[src/rtl/idct_pkg.sv]
// Shared constants, types and W matrix for the 8-point 1-D IDCT.
// The bench reuses W as its reference table.
package idct_pkg;
  localparam int IDCT_N = 8;
  localparam int IN_W   = 12;
  localparam int OUT_W  = 8;
  localparam int FRAC   = 8;
  localparam int ACC_W  = 24;
  localparam int WGT_W  = 9;

  typedef logic signed [IN_W-1:0]  coef_t;
  typedef logic signed [ACC_W-1:0] acc_t;
  typedef logic signed [OUT_W-1:0] samp_t;
  typedef logic signed [WGT_W-1:0] wgt_t;

  typedef struct packed {
    samp_t data;
    logic  sat;
  } rnd_t;

  // W[n][k]; rows 4..7 mirror rows 3..0 with odd columns negated.
  localparam wgt_t W [IDCT_N][IDCT_N] = '{
    '{9'sd91,  9'sd126,  9'sd118,  9'sd106, 9'sd91,  9'sd71,   9'sd49,   9'sd25},
    '{9'sd91,  9'sd106,  9'sd49,  -9'sd25, -9'sd91, -9'sd126, -9'sd118, -9'sd71},
    '{9'sd91,  9'sd71,  -9'sd49,  -9'sd126,-9'sd91,  9'sd25,   9'sd118,  9'sd106},
    '{9'sd91,  9'sd25,  -9'sd118, -9'sd71,  9'sd91,  9'sd106, -9'sd49,  -9'sd126},
    '{9'sd91, -9'sd25,  -9'sd118,  9'sd71,  9'sd91, -9'sd106, -9'sd49,   9'sd126},
    '{9'sd91, -9'sd71,  -9'sd49,   9'sd126,-9'sd91, -9'sd25,   9'sd118, -9'sd106},
    '{9'sd91, -9'sd106,  9'sd49,   9'sd25, -9'sd91,  9'sd126, -9'sd118,  9'sd71},
    '{9'sd91, -9'sd126,  9'sd118, -9'sd106, 9'sd91, -9'sd71,   9'sd49,  -9'sd25}
  };

  localparam acc_t HALF    = acc_t'(2**(FRAC-1));
  localparam acc_t SAT_MAX = acc_t'(2**(OUT_W-1) - 1);
  localparam acc_t SAT_MIN = acc_t'(-(2**(OUT_W-1)));

  function automatic acc_t mul(input wgt_t w, input coef_t x);
    return acc_t'(w) * acc_t'(x);
  endfunction

  // Round half up, then clamp to the signed output range.
  function automatic rnd_t sat_round(input acc_t acc);
    acc_t r;
    rnd_t o;
    r = (acc + HALF) >>> FRAC;
    if (r > SAT_MAX) begin
      o.data = SAT_MAX[OUT_W-1:0];
      o.sat  = 1'b1;
    end else if (r < SAT_MIN) begin
      o.data = SAT_MIN[OUT_W-1:0];
      o.sat  = 1'b1;
    end else begin
      o.data = r[OUT_W-1:0];
      o.sat  = 1'b0;
    end
    return o;
  endfunction
endpackage

[src/rtl/idct_odd4.sv]
// Odd half of the IDCT: 4x4 products of X[1,3,5,7] against W odd columns, one register stage.
module idct_odd4
  import idct_pkg::*;
(
  input  logic                    i_clk,
  input  logic                    i_rst,
  input  logic                    i_en,
  input  logic signed [3:0][IN_W-1:0]  i_x,
  output logic signed [3:0][ACC_W-1:0] o_odd
);
  acc_t [3:0] odd_d;

  always_comb begin
    odd_d = '0;
    for (int n = 0; n < 4; n++) begin
      for (int j = 0; j < 4; j++) begin
        odd_d[n] = odd_d[n] + mul(W[n][2*j+1], i_x[j]);
      end
    end
  end

  always_ff @(posedge i_clk or posedge i_rst) begin
    if (i_rst) begin
      o_odd <= '0;
    end else if (i_en) begin
      o_odd <= odd_d;
    end
  end
endmodule

[src/rtl/idct_1d_8pt.sv]
// 4-stage pipelined 8-point 1-D IDCT: register, even/odd products, butterfly, round/saturate.
module idct_1d_8pt
  import idct_pkg::*;
(
  input  logic                    i_clk,
  input  logic                    i_rst,
  input  logic                    i_valid,
  input  logic signed [IN_W-1:0]  i_coef0,
  input  logic signed [IN_W-1:0]  i_coef1,
  input  logic signed [IN_W-1:0]  i_coef2,
  input  logic signed [IN_W-1:0]  i_coef3,
  input  logic signed [IN_W-1:0]  i_coef4,
  input  logic signed [IN_W-1:0]  i_coef5,
  input  logic signed [IN_W-1:0]  i_coef6,
  input  logic signed [IN_W-1:0]  i_coef7,
  output logic                    o_valid,
  output logic signed [OUT_W-1:0] o_data0,
  output logic signed [OUT_W-1:0] o_data1,
  output logic signed [OUT_W-1:0] o_data2,
  output logic signed [OUT_W-1:0] o_data3,
  output logic signed [OUT_W-1:0] o_data4,
  output logic signed [OUT_W-1:0] o_data5,
  output logic signed [OUT_W-1:0] o_data6,
  output logic signed [OUT_W-1:0] o_data7,
  output logic                    o_sat
);
  logic                v1, v2, v3, v4;
  coef_t [IDCT_N-1:0]  x_q;
  acc_t  [3:0]         even_d, even_q, odd_q;
  acc_t  [IDCT_N-1:0]  acc_q;
  rnd_t  [IDCT_N-1:0]  rnd_d;
  logic                sat_d;
  samp_t [IDCT_N-1:0]  data_q;
  logic                sat_q;

  // NOTE: sequential state uses non-blocking assignments so every stage samples pre-edge values.
  always_ff @(posedge i_clk or posedge i_rst) begin
    if (i_rst) begin
      {v1, v2, v3, v4} <= '0;
    end else begin
      {v1, v2, v3, v4} <= {i_valid, v1, v2, v3};
    end
  end

  // NOTE: datapath registers are reset as well so o_data*/o_sat read 0 during and after reset.
  always_ff @(posedge i_clk or posedge i_rst) begin
    if (i_rst) begin
      x_q <= '0;
    end else if (i_valid) begin
      x_q <= {i_coef7, i_coef6, i_coef5, i_coef4, i_coef3, i_coef2, i_coef1, i_coef0};
    end
  end

  // NOTE: every always_comb output gets a default first so no latch can be inferred.
  always_comb begin
    even_d = '0;
    for (int n = 0; n < 4; n++) begin
      for (int j = 0; j < 4; j++) begin
        even_d[n] = even_d[n] + mul(W[n][2*j], x_q[2*j]);
      end
    end
  end

  always_ff @(posedge i_clk or posedge i_rst) begin
    if (i_rst) begin
      even_q <= '0;
    end else if (v1) begin
      even_q <= even_d;
    end
  end

  idct_odd4 u_odd4 (
    .i_clk (i_clk),
    .i_rst (i_rst),
    .i_en  (v1),
    .i_x   ({x_q[7], x_q[5], x_q[3], x_q[1]}),
    .o_odd (odd_q)
  );

  // Butterfly: x[n] = e[n] + o[n], x[7-n] = e[n] - o[n].
  always_ff @(posedge i_clk or posedge i_rst) begin
    if (i_rst) begin
      acc_q <= '0;
    end else if (v2) begin
      for (int n = 0; n < 4; n++) begin
        acc_q[n]     <= even_q[n] + odd_q[n];
        acc_q[7 - n] <= even_q[n] - odd_q[n];
      end
    end
  end

  always_comb begin
    rnd_d = '0;
    sat_d = 1'b0;
    for (int n = 0; n < IDCT_N; n++) begin
      rnd_d[n] = sat_round(acc_q[n]);
      sat_d    = sat_d | rnd_d[n].sat;
    end
  end

  always_ff @(posedge i_clk or posedge i_rst) begin
    if (i_rst) begin
      data_q <= '0;
      sat_q  <= 1'b0;
    end else if (v3) begin
      for (int n = 0; n < IDCT_N; n++) begin
        data_q[n] <= rnd_d[n].data;
      end
      sat_q <= sat_d;
    end
  end

  assign o_valid = v4;
  assign o_sat   = sat_q;
  assign o_data0 = data_q[0];
  assign o_data1 = data_q[1];
  assign o_data2 = data_q[2];
  assign o_data3 = data_q[3];
  assign o_data4 = data_q[4];
  assign o_data5 = data_q[5];
  assign o_data6 = data_q[6];
  assign o_data7 = data_q[7];
endmodule

[config.mk]
export PLATFORM = sky130hd
export DESIGN_NAME = idct_1d_8pt
export DESIGN_NICKNAME = d
export VERILOG_FILES = /design/src/rtl/idct_pkg.sv /design/src/rtl/idct_odd4.sv /design/src/rtl/idct_1d_8pt.sv
export SDC_FILE = /design/constraint.sdc
export NUM_CORES = 2
export LEC_CHECK = 0
export BUFFER_PORTS_ARGS = -buffer_cell sky130_fd_sc_hd__buf_4
export CORE_MARGIN = 4
export CORE_UTILIZATION = 30
export DETAILED_ROUTE_END_ITERATION = 10
export GPL_TIMING_DRIVEN = 0
export HOLD_SLACK_MARGIN = 0.03
export SLEW_MARGIN = 5
export SYNTH_ARGS = -nofsm -noshare
export SYNTH_HDL_FRONTEND = slang
export SYNTH_HIERARCHICAL = 1
export SYNTH_SLANG_ARGS = --single-unit
export TNS_END_PERCENT = 20
[constraint.sdc]
create_clock -name i_clk -period 17.1 [get_ports i_clk]
set_input_delay 5.13 -clock i_clk [delete_from_list [all_inputs] [get_ports i_clk]]
set_output_delay 5.13 -clock i_clk [all_outputs]
set_load 0.02 [all_outputs]
==> metrics.md <==
| Metric | Value |
|---|---|
| Status | `complete, no violations` |
| Routed WL | `254000 µm` |
| Most common flop cell mapped by yosys | `dfrtp_1` |
| Die Y | `532 µm` |
| Drt initial violations | `4510` |
| Critical R2R Launch | `x_q[15]` |
| EDFF count, synth | `0` |
| H-tree Lvls | `2` |
| Setup crit end | `u_odd4/o_odd[21]` |
| Max incr delay on CP | `1.01 ns` |
| IO buf count | `164` |
| Fillcell total | `28200` |
| Synth unique cells | `100` |
| Drt pass-1 iters | `6` |
| Share of the synthesized area in the top cell type | `24.0%` |
| Final period utilization | `60.9%` |
| Kind of critical path | `register to register` |
| Vias in the first global route | `59500` |
| Synth Area in Compound Gates | `11.6%` |
| Syn Nets | `11300` |
| DRC | `0` |
| CP Data Arrival Time | `approximately 11 ns` |
| Starting Density | `between 30% and 40%` |
| Wire per inst | `20.1 µm` |
| Commonest cells after routing, fill and taps aside | `inv_1, ha_1, fa_1` |
| Mean area per synthesized cell | `9.38 µm²` |
| Clk pin slew, worst setup/hold paths | `0.07 ns` |
| Commonest non-fill, non-tap cell in the layout | `inv_1` |
| CP Capture Type | `register` |
| Dpl ws | `6.68 ns` |
| Worst-Skew Late Latency | `0.77 ns` |
| Worst Skew | `0.0898 ns` |
| Final Critical Period | `10.42 ns` |
| Worst hold path type | `register to register` |
| Hpwl dp | `around 220000 µm` |
| Standard-cell row count | `192` |
| Crit path from | `x_q[15]` |
| IO Pins | `165` |
| Yosys reg bits | `484` |
| Fin. Hold Viols | `0` |
| Initial antenna violation count | `19` |
| Syn Std Cell Area | `82500 µm²` |
| Reg2reg path depth | `37` |
| CTS tree | `built` |
| Final nets | `about 12000` |
| Maximum fanout along the worst path | `14` |
| Critical-path top delay cell | `dfrtp_1` |
| Mux cell area share after synthesis | `roughly 3.6%` |
| Slew @ Worst Pin | `1.41 ns` |
| CTS resizes | `0` |
| Critical Path RT | `17.66 ns` |
| Final setup fails | `0` |
| CP Launch Type | `register` |
| Via count | `60700` |
| Post-Synth XOR/XNOR Area | `6.44%` |
| Clk root buf | `clkbuf_16` |
| Area contributors post-synth | `fa_1, ha_1, dfrtp_1, inv_1, xnor2_1` |
| Post-cts hold buffer count | `0` |
| # clock sinks | `484` |
| Final WS setup | `6.68 ns` |
| FFs w/ async S/R, synth | `100%` |
| GRT overflow | `0` |
| Global Route Usage Sum | `17.7%` |
| Max Freq | `around 96 MHz` |
| Rel. slew slack | `around 5.5%` |
| RSZ-0062 raised after global routing | `false` |
| Sequential area share after synthesis | `14.7%` |
| Core area | `274000 µm²` |
| Area growth, synth to finish | `9.92%` |
| R2R setup slack | `6.68 ns` |
| DIE AREA | `283000 µm²` |
| Die width | `532 µm` |
| Simple-gate portion of the synthesized area | `7.94%` |
| Setup bufs post-CTS | `0` |
| GP Congestion | `0.967` |
| Largest net degree at the start of global routing | `97` |
| First-pass GRT wire length | `381000 µm` |
| Routed vias/inst | `4.79` |
| Post-synthesis adder-cell area fraction | `45.7%` |
| Maxcap violations | `0` |
| FF-to-FF End | `u_odd4/o_odd[21]` |
| Post-Synthesis Cells | `8792` |
| Yosys warnings | `6` |
| Largest family of logic cells by synthesized area | `adder cells` |
| Layout cells sized above 1 | `6.88%` |
| CTS Buffer Depth | `3` |
| Slew Limit Fails | `0` |
| CTS buffer count | `just over 60` |
| Cell accounting for the most synthesized area | `fa_1` |
| ANT nets after route | `0` |
-- state kept, by name, summed over array words and instances, names as in the netlist, 8 cells and up --
name,count
o_data5,8
o_data4,8
o_data3,8
o_data0,8
acc_q,136
o_data2,8
o_data7,8
o_data6,8
even_q,90
u_odd4/o_odd,93
x_q,96
o_data1,8
-- final cells by class --
cell class	count	area, µm²	share of cell area, %
diodes	4	10.0	0.0110
plain buffers	136	529	0.584
clock buffers	78	1710	1.89
clock inverters	37	488	0.538
inverters	2066	7760	8.57
multi-input cells	6106	62100	68.5
flip-flops and latches	484	12100	13.4
well taps	3589	4490	4.95
repair buffers	175	1450	1.60
-- worst min path at each step --
stage               startpoint  endpoint  slack (ns)  cells after the start
finish                      v3   o_valid        0.38                      0
global route                v3   o_valid        0.39                      0
CTS                         v3   o_valid        0.39                      0
detailed placement          v3   o_valid        0.37                      0
global placement            v3   o_valid        0.36                      0
floorplan                   v3   o_valid        0.35                      0
-- metal layers --
metal,track usage (%),vias up,wire (µm)
met5,0,-,57
met4,5.97,8,10100
met3,2.55,268,14900
met2,27.7,1503,111000
met1,25.1,29700,118000
li1,-,29200,-
-- critical path, delay by kind of cell (launching register included) --
| kind | cells | cell delay (ns) |
|---|---|---|
| adders and majority gates | 10 | 4.39 |
| AOI/OAI and AO/OA | 14 | 2.73 |
| DFF | 1 | 1.01 |
| buffers and inverters | 8 | 1.01 |
| xor gates and xnor gates | 2 | 0.72 |
| and+or+nand+nor | 3 | 0.33 |
-- kinds of logic (layout without fill, tap and decap cells) --
group / Yosys count / in the layout
AOI/OAI and AO/OA: 1473 / 1473
xor gates and xnor gates: 605 / 605
adders and majority gates: 2418 / 2418
buffers and inverters: 2202 / 2492
DFF: 484 / 484
muxes: 265 / 265
other: 0 / 4
and+or+nand+nor: 1345 / 1345
-- Yosys cell counts, drive strengths merged (10+ instances only) --
cell type	n
a2111oi	15
clkbuf	114
or3	37
nor2b	70
o21bai	66
inv	2066
o31a	19
buf	22
nand3b	16
and2	21
o2111ai	13
nor3b	12
a41oi	15
or4	13
xnor2	429
o211ai	50
o22ai	16
nor4	23
and3	52
nand2b	57
nand2	315
mux2i	15
a21o	129
a21oi	477
dfrtp	484
o31ai	40
a31o	13
nand3	129
mux2	250
fa	988
xor2	175
a31oi	64
nor3	132
ha	1430
and4	14
a21boi	17
a211o	30
nand4	46
o311ai	10
a311oi	11
nor2	370
o21ai	286
o21a	74
or2	16
a211oi	43
-- metrics by stage --
| stage | hold slack [ns] | cells | setup TNS (ns) | cell area [µm²] | util [%] |
|---|---|---|---|---|---|
| 6_report | 0.385 | 12700 | 0 | 90600 | 33.1 |
| 5_1_grt | 0.387 | 12700 | 0 | 90600 | 33.1 |
| 4_1_cts | 0.388 | 12700 | 0 | 90600 | 33.1 |
| 3_5_place_dp | 0.368 | 12600 | 0 | 88400 | 32.3 |
| 3_3_place_gp | 0.359 | 12500 | -2090.07 | 88200 | 32.2 |
| 2_1_floorplan | 0.352 | 8792 | 0 | 82500 | - |
Power is not shown: default switching activity piles up to over one toggle a cycle in this logic, so the estimate is an artifact.
